## config.mk

```make
export PLATFORM = sky130hd
export DESIGN_NAME = io_in_deser_flat
export DESIGN_NICKNAME = d
export VERILOG_FILES = /design/src/rtl/io_reg_pkg.sv /design/src/rtl/io_in_deser_if.sv /design/src/rtl/io_in_deser_shift.sv /design/src/rtl/io_in_deser.sv /design/src/flat_wrapper.sv
export SDC_FILE = /design/constraint.sdc
export NUM_CORES = 1
export LEC_CHECK = 0
export ABC_AREA = 1
export BUFFER_PORTS_ARGS = -buffer_cell sky130_fd_sc_hd__buf_2
export CORE_MARGIN = 1.5
export CORE_UTILIZATION = 30
export CTS_CLUSTER_SIZE = 8
export DETAILED_ROUTE_END_ITERATION = 7
export GPL_TIMING_DRIVEN = 0
export PLACE_DENSITY_LB_ADDON = 0.08
export SLEW_MARGIN = 5
export SYNTH_ARGS = -nofsm -noshare
export SYNTH_HDL_FRONTEND = slang
export SYNTH_SLANG_ARGS = --single-unit
```

## constraint.sdc

```tcl
create_clock -name IQC -period 1.25 [get_ports IQC]
set_input_delay 0.125 -clock IQC [delete_from_list [all_inputs] [get_ports IQC]]
set_output_delay 0.125 -clock IQC [all_outputs]
set_load 0.05 [all_outputs]
```

## src/rtl/io_reg_pkg.sv

```systemverilog
// Shared constants and helpers for the serial input deserializer.
//   WMin/WMax : legal word-width bounds
//   WDefault  : default word width
//   clog2()   : bit-counter width for a given word width
package io_reg_pkg;

  localparam int unsigned WMin     = 2;
  localparam int unsigned WMax     = 32;
  localparam int unsigned WDefault = 8;

  // Smallest r with 2**r >= v; enough bits to count 0..v-1.
  function automatic int unsigned clog2(input int unsigned v);
    int unsigned r;
    r = 0;
    for (int unsigned i = 0; i < 32; i++) begin
      if ((32'd1 << i) < v) r = i + 1;
    end
    return r;
  endfunction

endpackage

```

## src/rtl/io_in_deser_if.sv

```systemverilog
// Word handshake bundle between the deserializer and the fabric consumer.
//   WORD   : assembled word (producer -> consumer)
//   WVALID : holding register full (producer -> consumer)
//   WREADY : consumer accepts WORD (consumer -> producer)
// master = deserializer side, slave = consumer side.
interface io_in_deser_if
  import io_reg_pkg::*;
#(
  parameter int unsigned W = WDefault
);
  logic [W-1:0] WORD;
  logic         WVALID;
  logic         WREADY;

  modport master (output WORD, output WVALID, input WREADY);
  modport slave  (input WORD, input WVALID, output WREADY);
endinterface

```

## src/rtl/io_in_deser_shift.sv

```systemverilog
// Serial shift register, bit counter and word-completion strobe.
// Optional feature macro: IO_DESER_BITSLIP_EN (adds i_bitslip and slip logic).
//   i_clk, i_rst_n : clock, async active-low reset
//   i_f2a, i_en    : serial bit and sample enable
//   i_bitslip      : alignment request (macro only)
//   o_done         : completion strobe, valid during the completing edge's cycle
//   o_word         : completed word (sr combined with current i_f2a)
module io_deser_shift
  import io_reg_pkg::*;
#(
  parameter int unsigned W         = WDefault,
  parameter bit          MSB_FIRST = 1'b1
) (
  input  logic         i_clk,
  input  logic         i_rst_n,
  input  logic         i_f2a,
  input  logic         i_en,
`ifdef IO_DESER_BITSLIP_EN
  input  logic         i_bitslip,
`endif
  output logic         o_done,
  output logic [W-1:0] o_word
);

  localparam int unsigned CW = clog2(W);
  localparam logic [CW-1:0] CntLast = CW'(W - 1);

  logic [W-2:0]  r_sr;
  logic [CW-1:0] r_cnt;
  logic [W-1:0]  w_word;
  logic [W-2:0]  w_sr_next;
  logic          w_slip;
  logic          w_last;

  // The full word view doubles as the shifted register: drop the oldest bit.
  assign w_word    = MSB_FIRST ? {r_sr, i_f2a} : {i_f2a, r_sr};
  assign w_sr_next = MSB_FIRST ? w_word[W-2:0] : w_word[W-1:1];
  assign w_last    = (r_cnt == CntLast);

`ifdef IO_DESER_BITSLIP_EN
  logic r_slip_prev;
  logic r_slip_pend;

  // A rising edge seen while disabled stays pending until the next enabled edge.
  assign w_slip = (i_bitslip & ~r_slip_prev) | r_slip_pend;

  always_ff @(posedge i_clk or negedge i_rst_n) begin
    if (!i_rst_n) begin
      r_slip_prev <= 1'b0;
      r_slip_pend <= 1'b0;
    end else begin
      r_slip_prev <= i_bitslip;
      r_slip_pend <= i_en ? 1'b0 : w_slip;
    end
  end
`else
  assign w_slip = 1'b0;
`endif

  // A slip on the last bit holds cnt at W-1, deferring completion one enabled edge.
  assign o_done = i_en & w_last & ~w_slip;
  assign o_word = w_word;

  always_ff @(posedge i_clk or negedge i_rst_n) begin
    if (!i_rst_n) begin
      r_sr  <= '0;
      r_cnt <= '0;
    end else if (i_en) begin
      r_sr <= w_sr_next;
      if (!w_slip) r_cnt <= w_last ? '0 : r_cnt + CW'(1);
    end
  end

endmodule

```

## src/rtl/io_in_deser.sv

```systemverilog
// Serial-to-parallel capture stage with a valid/ready holding register and a
// sticky overflow flag.
// Optional feature macro: IO_DESER_BITSLIP_EN (adds BITSLIP port).
//   IQC, QRT   : clock, async active-low reset
//   F2A, EN    : serial bit and sample enable
//   BITSLIP    : word-alignment request (macro only)
//   OVF        : sticky flag, a completed word was dropped
//   CLR_OVF    : synchronous clear of OVF (a same-edge overflow wins)
//   word_if    : WORD/WVALID/WREADY handshake (master side)
// W legal range 2..32.
module io_in_deser
  import io_reg_pkg::*;
#(
  parameter int unsigned W         = WDefault,
  parameter bit          MSB_FIRST = 1'b1
) (
  input  logic          IQC,
  input  logic          QRT,
  input  logic          F2A,
  input  logic          EN,
`ifdef IO_DESER_BITSLIP_EN
  input  logic          BITSLIP,
`endif
  output logic          OVF,
  input  logic          CLR_OVF,
  io_in_deser_if.master word_if
);

  logic         w_done;
  logic [W-1:0] w_new_word;
  logic         w_accept;
  logic         w_drop;
  logic [W-1:0] r_word;
  logic         r_wvalid;
  logic         r_ovf;

  io_deser_shift #(
    .W         (W),
    .MSB_FIRST (MSB_FIRST)
  ) u_shift (
    .i_clk     (IQC),
    .i_rst_n   (QRT),
    .i_f2a     (F2A),
    .i_en      (EN),
`ifdef IO_DESER_BITSLIP_EN
    .i_bitslip (BITSLIP),
`endif
    .o_done    (w_done),
    .o_word    (w_new_word)
  );

  assign w_accept = r_wvalid & word_if.WREADY;
  // No backpressure to the serial side: a word arriving at a full, stalled register is lost.
  assign w_drop   = w_done & r_wvalid & ~word_if.WREADY;

  always_ff @(posedge IQC or negedge QRT) begin
    if (!QRT) begin
      r_word   <= '0;
      r_wvalid <= 1'b0;
      r_ovf    <= 1'b0;
    end else begin
      if (w_done && (!r_wvalid || word_if.WREADY)) begin
        r_word   <= w_new_word;
        r_wvalid <= 1'b1;
      end else if (w_accept) begin
        r_wvalid <= 1'b0;
      end
      r_ovf <= w_drop | (r_ovf & ~CLR_OVF);
    end
  end

  assign word_if.WORD   = r_word;
  assign word_if.WVALID = r_wvalid;
  assign OVF            = r_ovf;

endmodule

```

## src/flat_wrapper.sv

```systemverilog
// flat-port wrapper written by rule: the top's interface ports become plain ports
module io_in_deser_flat import io_reg_pkg::*;
#(
  parameter int unsigned W         = WDefault,
  parameter bit          MSB_FIRST = 1'b1
)
  (IQC, QRT, F2A, EN, OVF, CLR_OVF, word_if_WORD, word_if_WVALID, word_if_WREADY);
  io_in_deser_if #(.W(W)) word_if_i ();
  input  logic IQC;
  input  logic QRT;
  input  logic F2A;
  input  logic EN;
  output logic OVF;
  input  logic CLR_OVF;
  output wire logic [$bits(word_if_i.WORD)-1:0] word_if_WORD;
  output wire logic [$bits(word_if_i.WVALID)-1:0] word_if_WVALID;
  input wire logic [$bits(word_if_i.WREADY)-1:0] word_if_WREADY;
  assign word_if_WORD = word_if_i.WORD;
  assign word_if_WVALID = word_if_i.WVALID;
  assign word_if_i.WREADY = word_if_WREADY;
  io_in_deser #(.W(W), .MSB_FIRST(MSB_FIRST)) u_core (.IQC(IQC), .QRT(QRT), .F2A(F2A), .EN(EN), .OVF(OVF), .CLR_OVF(CLR_OVF), .word_if(word_if_i));
endmodule
```

==> Word level (Yosys, flattened, before mapping) <==
Index checks and enable logic that the tools add are counted.
{ "word_totals": {"register_bits": 20, "in_bits": 6, "out_inout_bits": 10, "elab_cells": 22} }
{ "op_classes": {"n_addsub": 1, "eq_ne": 1, "n_mux": 3, "n_bitwise": 8, "reduce_logical": 4} }
{ "ops": {"columns": ["op", "n"], "rows": [
  ["$and 1x1->1", 5],
  ["$add 3x1->3 const B", 1],
  ["$eq 3x3->1 const B", 1],
  ["$mux 3", 1],
  ["$mux 1", 2],
  ["$not 1->1", 2],
  ["$reduce_bool 2->1", 1],
  ["$logic_and 1x1->1", 1],
  ["$logic_not 1->1", 1],
  ["$logic_or 1x1->1", 1],
  ["$or 1x1->1", 1]
]} }

==> Depth between registers and ports, before layout <==
{ "logic_depth": {"ltp_word": 5, "mapped_depth": 7, "depth_no_buf": 7} }

==> Modules after synthesis <==
From an unflattened synthesis, not the netlist that was laid out.
{ "hier_totals": {"hier_cells": 88, "hier_area_um2": 902.1} }
{ "modules_own_cells": {"columns": ["module", "instances", "cells_per_inst", "area_per_inst_um2", "seq_area_each_um2"], "rows": [
  ["io_in_deser", 1, 43, 474.2, 250.2],
  ["io_deser_shift", 1, 45, 427.9, 250.2]
]} }

==> Least setup slack after synthesis <==
Ideal clock, no wire load.
{ "synth_path": {"kind": "register -> register", "startpoint": "reg u_core.u_shift.r_cnt[0]", "endpoint": "reg u_core.r_word[0], in the netlist u_core.word_if.WORD[0]", "setup_time_ns": 0.065, "arrival_time_ns": 1.174, "required_time_ns": 1.185, "path_slack_ns": 0.011, "path_stages_with_launch": 8, "path_buffers": 0, "cell_sequence": "dfrtp_1 ha_1 ha_1 nand2_2 clkinv_2 nand2_2 nand2_1 nand2_1"} }
{ "synth_between": {"elab_chain_cells": 3} }
{ "synth_lines": {"columns": ["element", "line_no", "source"], "rows": [
  ["from (decl)", "io_in_deser_shift.sv:29", "logic [CW-1:0] r_cnt;"],
  ["from (signal assigned)", "io_in_deser_shift.sv:70", "if (!w_slip) r_cnt <= w_last ? '0 : r_cnt + CW'(1);"],
  ["$eq 3x3->1", "io_in_deser_shift.sv:38", "assign w_last = (r_cnt == CntLast);"],
  ["$and 1x1->1", "io_in_deser_shift.sv:61", "assign o_done = i_en & w_last & ~w_slip;"],
  ["$logic_and 1x1->1", "io_in_deser.sv:62", "if (w_done && (!r_wvalid || word_if.WREADY)) begin"],
  ["to (signal assigned)", "io_in_deser.sv:63", "r_word <= w_new_word;"],
  ["to (decl)", "io_in_deser.sv:33", "logic [W-1:0] r_word;"]
]} }
Every way passes these cells.
A chain may end at the register's enable or synchronous reset.

==> Worst setup path after layout <==
{ "layout_path": {"startpoint": "reg u_core.u_shift.r_cnt[1]", "endpoint": "reg u_core.r_word[0], in the netlist u_core.word_if.WORD[0]"} }
Same word-level chain as after synthesis.

==> flow_summary.yaml <==
outcome:
  status: "finished, final reports clean"
die:
  die_h_um: 54.63
  start_util: 0.3198
  core_um2: 2500
  row_count: 18
  die-area_um2: 2984
  die_x_um: 54.63
  ios: 16
detailed_routing:
  dr.pass1.iters: 4
  initialDrtViolationCount: 11
  routed-via-count: 619
  ant_nets: 0
  via_per_inst: 4.486
  wirelength_mm: 1.635
  drc_errors: 0
  wl_per_cell_um: 11.85
yosys:
  seq_area_frac_synth: 0.6260
  ys_warn_count: 0
  syn_area_um2: 799.5
  synthCells: 85
  synthesis.nets: 93
  yosysUniqueCellTypes: 12
  avgSynthCellArea_um2: 9.406
  ys_ff_latch: 20
final_layout:
  final_core_util: 0.4074
  antenna_cells: 0
  nNetsFinal: 117
  drive_above_1_share: 0.2685
  area_growth_pct: 27.39
  design_area_um2: 1018
  layoutNonFillerInstCount: 138
worst_setup_path:
  crit_start: "u_core.u_shift.r_cnt[1]$_DFFE_PN0P_"
  rr_worst_depth: 7
  critPathCapture: "u_core.word_if.WORD[0]$_DFFE_PN0P_"
  cp.required_ps: 1490
  worst-setup-path-type: "flip-flop to flip-flop"
  worstPathMaxFanout: 8
  r2r-start: "u_core.u_shift.r_cnt[1]$_DFFE_PN0P_"
  cp.arrival_ps: 1440
  cp-start-kind: "flip-flop"
  reg2reg_slack_ps: 60
  endpoint_kind: "flip-flop"
  rr_endpoint: "u_core.word_if.WORD[0]$_DFFE_PN0P_"
placement:
  place.port_buffers: 15
  preCtsSetupSlack_ps: -135.7
  globalplace.congestion: 0.6578
  dp_cells: 130
  hpwl_mm: 1.068
  place_area_um2: 912.1
cts:
  clockBufferDepth: 2
  clkTransAtPathRegs_ps: 120
  cts-root-buf: "clkbuf_4"
  tritoncts: "built"
  cts_buffers: 3
  clkSinkCount: 20
  clk_latency_ps: 300
  htreeDepth: 1
grt:
  grt_max_degree: 21
  overflow: 0
  grt_pass1_wl_mm: 2.615
  antenna_found_initial: 0
  grt_pass1_vias: 611
  grt_util_all_layers: 0.1264
timing:
  holdWs_ps: 61.69
  grt_setup_unrepaired: "false"
  period_needed_ps: 1192
  fin_tns_setup_ps: 0
  relSlewSlack: 0.6975
  final-hold-violation-count: 0
  fmax_mhz: 838.7
  fin_ws_ps: 57.72
  worstMarginPinSlew_ps: 453.8
  finalSetupViolCount: 0
  fin_worst_skew_ps: 5.815
  final_max_slew_viol_count: 0
  finalCritPeriodShare: 0.9538
worst_hold_path:
  min-delay-path-class: "input pin to flip-flop"
pwr:
  p_leak_nw: 0.5493
  p_per_area_nw_per_um2: 2197
  power.total_mw: 2.238
  irDropWorstVdd_v: 0.001023
job:
  cap_violations: 0
-- cell usage after synthesis --
master,n,area share
nand2_1,23,0.11
dfrtp_1,20,0.63
inv_1,10,0.047
nand3_1,10,0.063
o21ai_0,7,0.044
a21oi_1,3,0.019
buf_2,3,0.019
nor2_1,3,0.014
ha_1,2,0.031
nand2_2,2,0.016
clkinv_2,1,0.0063
o22ai_1,1,0.0078
-- power breakdown --
| group | leakage, nW | total, mW | switching, mW | internal, mW |
|---|---|---|---|---|
| clock | 0.0210 | 0.381 | 0.203 | 0.177 |
| combinational | 0.280 | 0.913 | 0.675 | 0.238 |
| sequential | 0.249 | 0.944 | 0.108 | 0.836 |
| total | 0.549 | 2.24 | 0.986 | 1.25 |
-- worst max-delay path, cell delays in order (launching register included) --
cell	delay, ps
dfrtp_1	410
ha_2	190
ha_4	170
nand2_4	80
clkinv_4	90
nand2_8	80
nand2_1	50
nand2_1	50
-- logic make-up after synthesis --
family / share of synthesized area
flip-flops: 0.6260
adder cells (fa/ha/maj): 0.03129
AO/OA/AOI/OAI: 0.07042
AND/OR/NAND/NOR: 0.2003
buffers and inverters: 0.07198
-- layer usage --
| layer | GRT usage | part of all wire |
|---|---|---|
| met5 | 0 | 0 |
| met1 | 0.1475 | 0.45 |
| met2 | 0.2242 | 0.50 |
| met3 | 0.02459 | 0.034 |
| met4 | 0.05000 | 0.0092 |
-- cell type report --
type | instances | area [µm²]
clock buffers | 4 | 36.28
repair inverters | 1 | 5.005
multi-input cells | 51 | 275.3
flip-flops and latches | 20 | 500.5
well taps | 30 | 37.54
plain buffers | 3 | 15.01
fillers | 269 | 1481
repair buffers | 18 | 102.6
inverters | 11 | 46.29
-- sequential cells by signal (all words and copies together) (netlist names) --
signal / flops
u_core.u_shift.r_cnt: 3
u_core.word_if.WORD: 8
u_core.OVF: 1
u_core.word_if.WVALID: 1
u_core.u_shift.r_sr: 7
-- what timing repair did --
item                                    4_1_cts  5_1_grt
gates cloned                                  1        0
gates resized for setup                       5        2
buffers inserted                              1        0
endpoints found under the setup margin        8        8
pin swaps                                     1        0
hold buffers                                  2        0
hold endpoints to repair                     21        0
-- how the worst min path moves through the flow --
| stage | slack (ps) | to | cells past startpoint | from |
|---|---|---|---|---|
| 2_1_floorplan | -170 | u_core.OVF$_DFF_PN0_ | 0 | QRT |
| 3_3_place_gp | 110 | u_core.word_if.WORD[7]$_DFFE_PN0P_ | 1 | QRT |
| 3_5_place_dp | 110 | u_core.word_if.WORD[7]$_DFFE_PN0P_ | 1 | QRT |
| 4_1_cts | 50 | u_core.u_shift.r_sr[0]$_DFFE_PN0P_ | 3 | F2A |
| 5_1_grt | 70 | u_core.u_shift.r_sr[0]$_DFFE_PN0P_ | 3 | F2A |
| 6_report | 60 | u_core.u_shift.r_sr[0]$_DFFE_PN0P_ | 3 | F2A |
-- cells in the final DEF (no fill, tap or decap) --
| master | count |
|---|---|
| nand2_1 | 23 |
| dfrtp_1 | 20 |
| buf_2 | 18 |
| inv_1 | 10 |
| nand3_1 | 10 |
| o21ai_0 | 7 |
| nor2_1 | 3 |
| a21oi_1 | 3 |
| clkbuf_4 | 3 |
| dlygate4sd3_1 | 2 |
| nand2_4 | 1 |
| o22ai_1 | 1 |
| clkinv_4 | 1 |
| nand2_8 | 1 |
| ha_4 | 1 |
| ha_2 | 1 |
| clkbuf_8 | 1 |
| clkinv_2 | 1 |
| buf_4 | 1 |
Note: power is estimated with default switching activity, not from simulation.
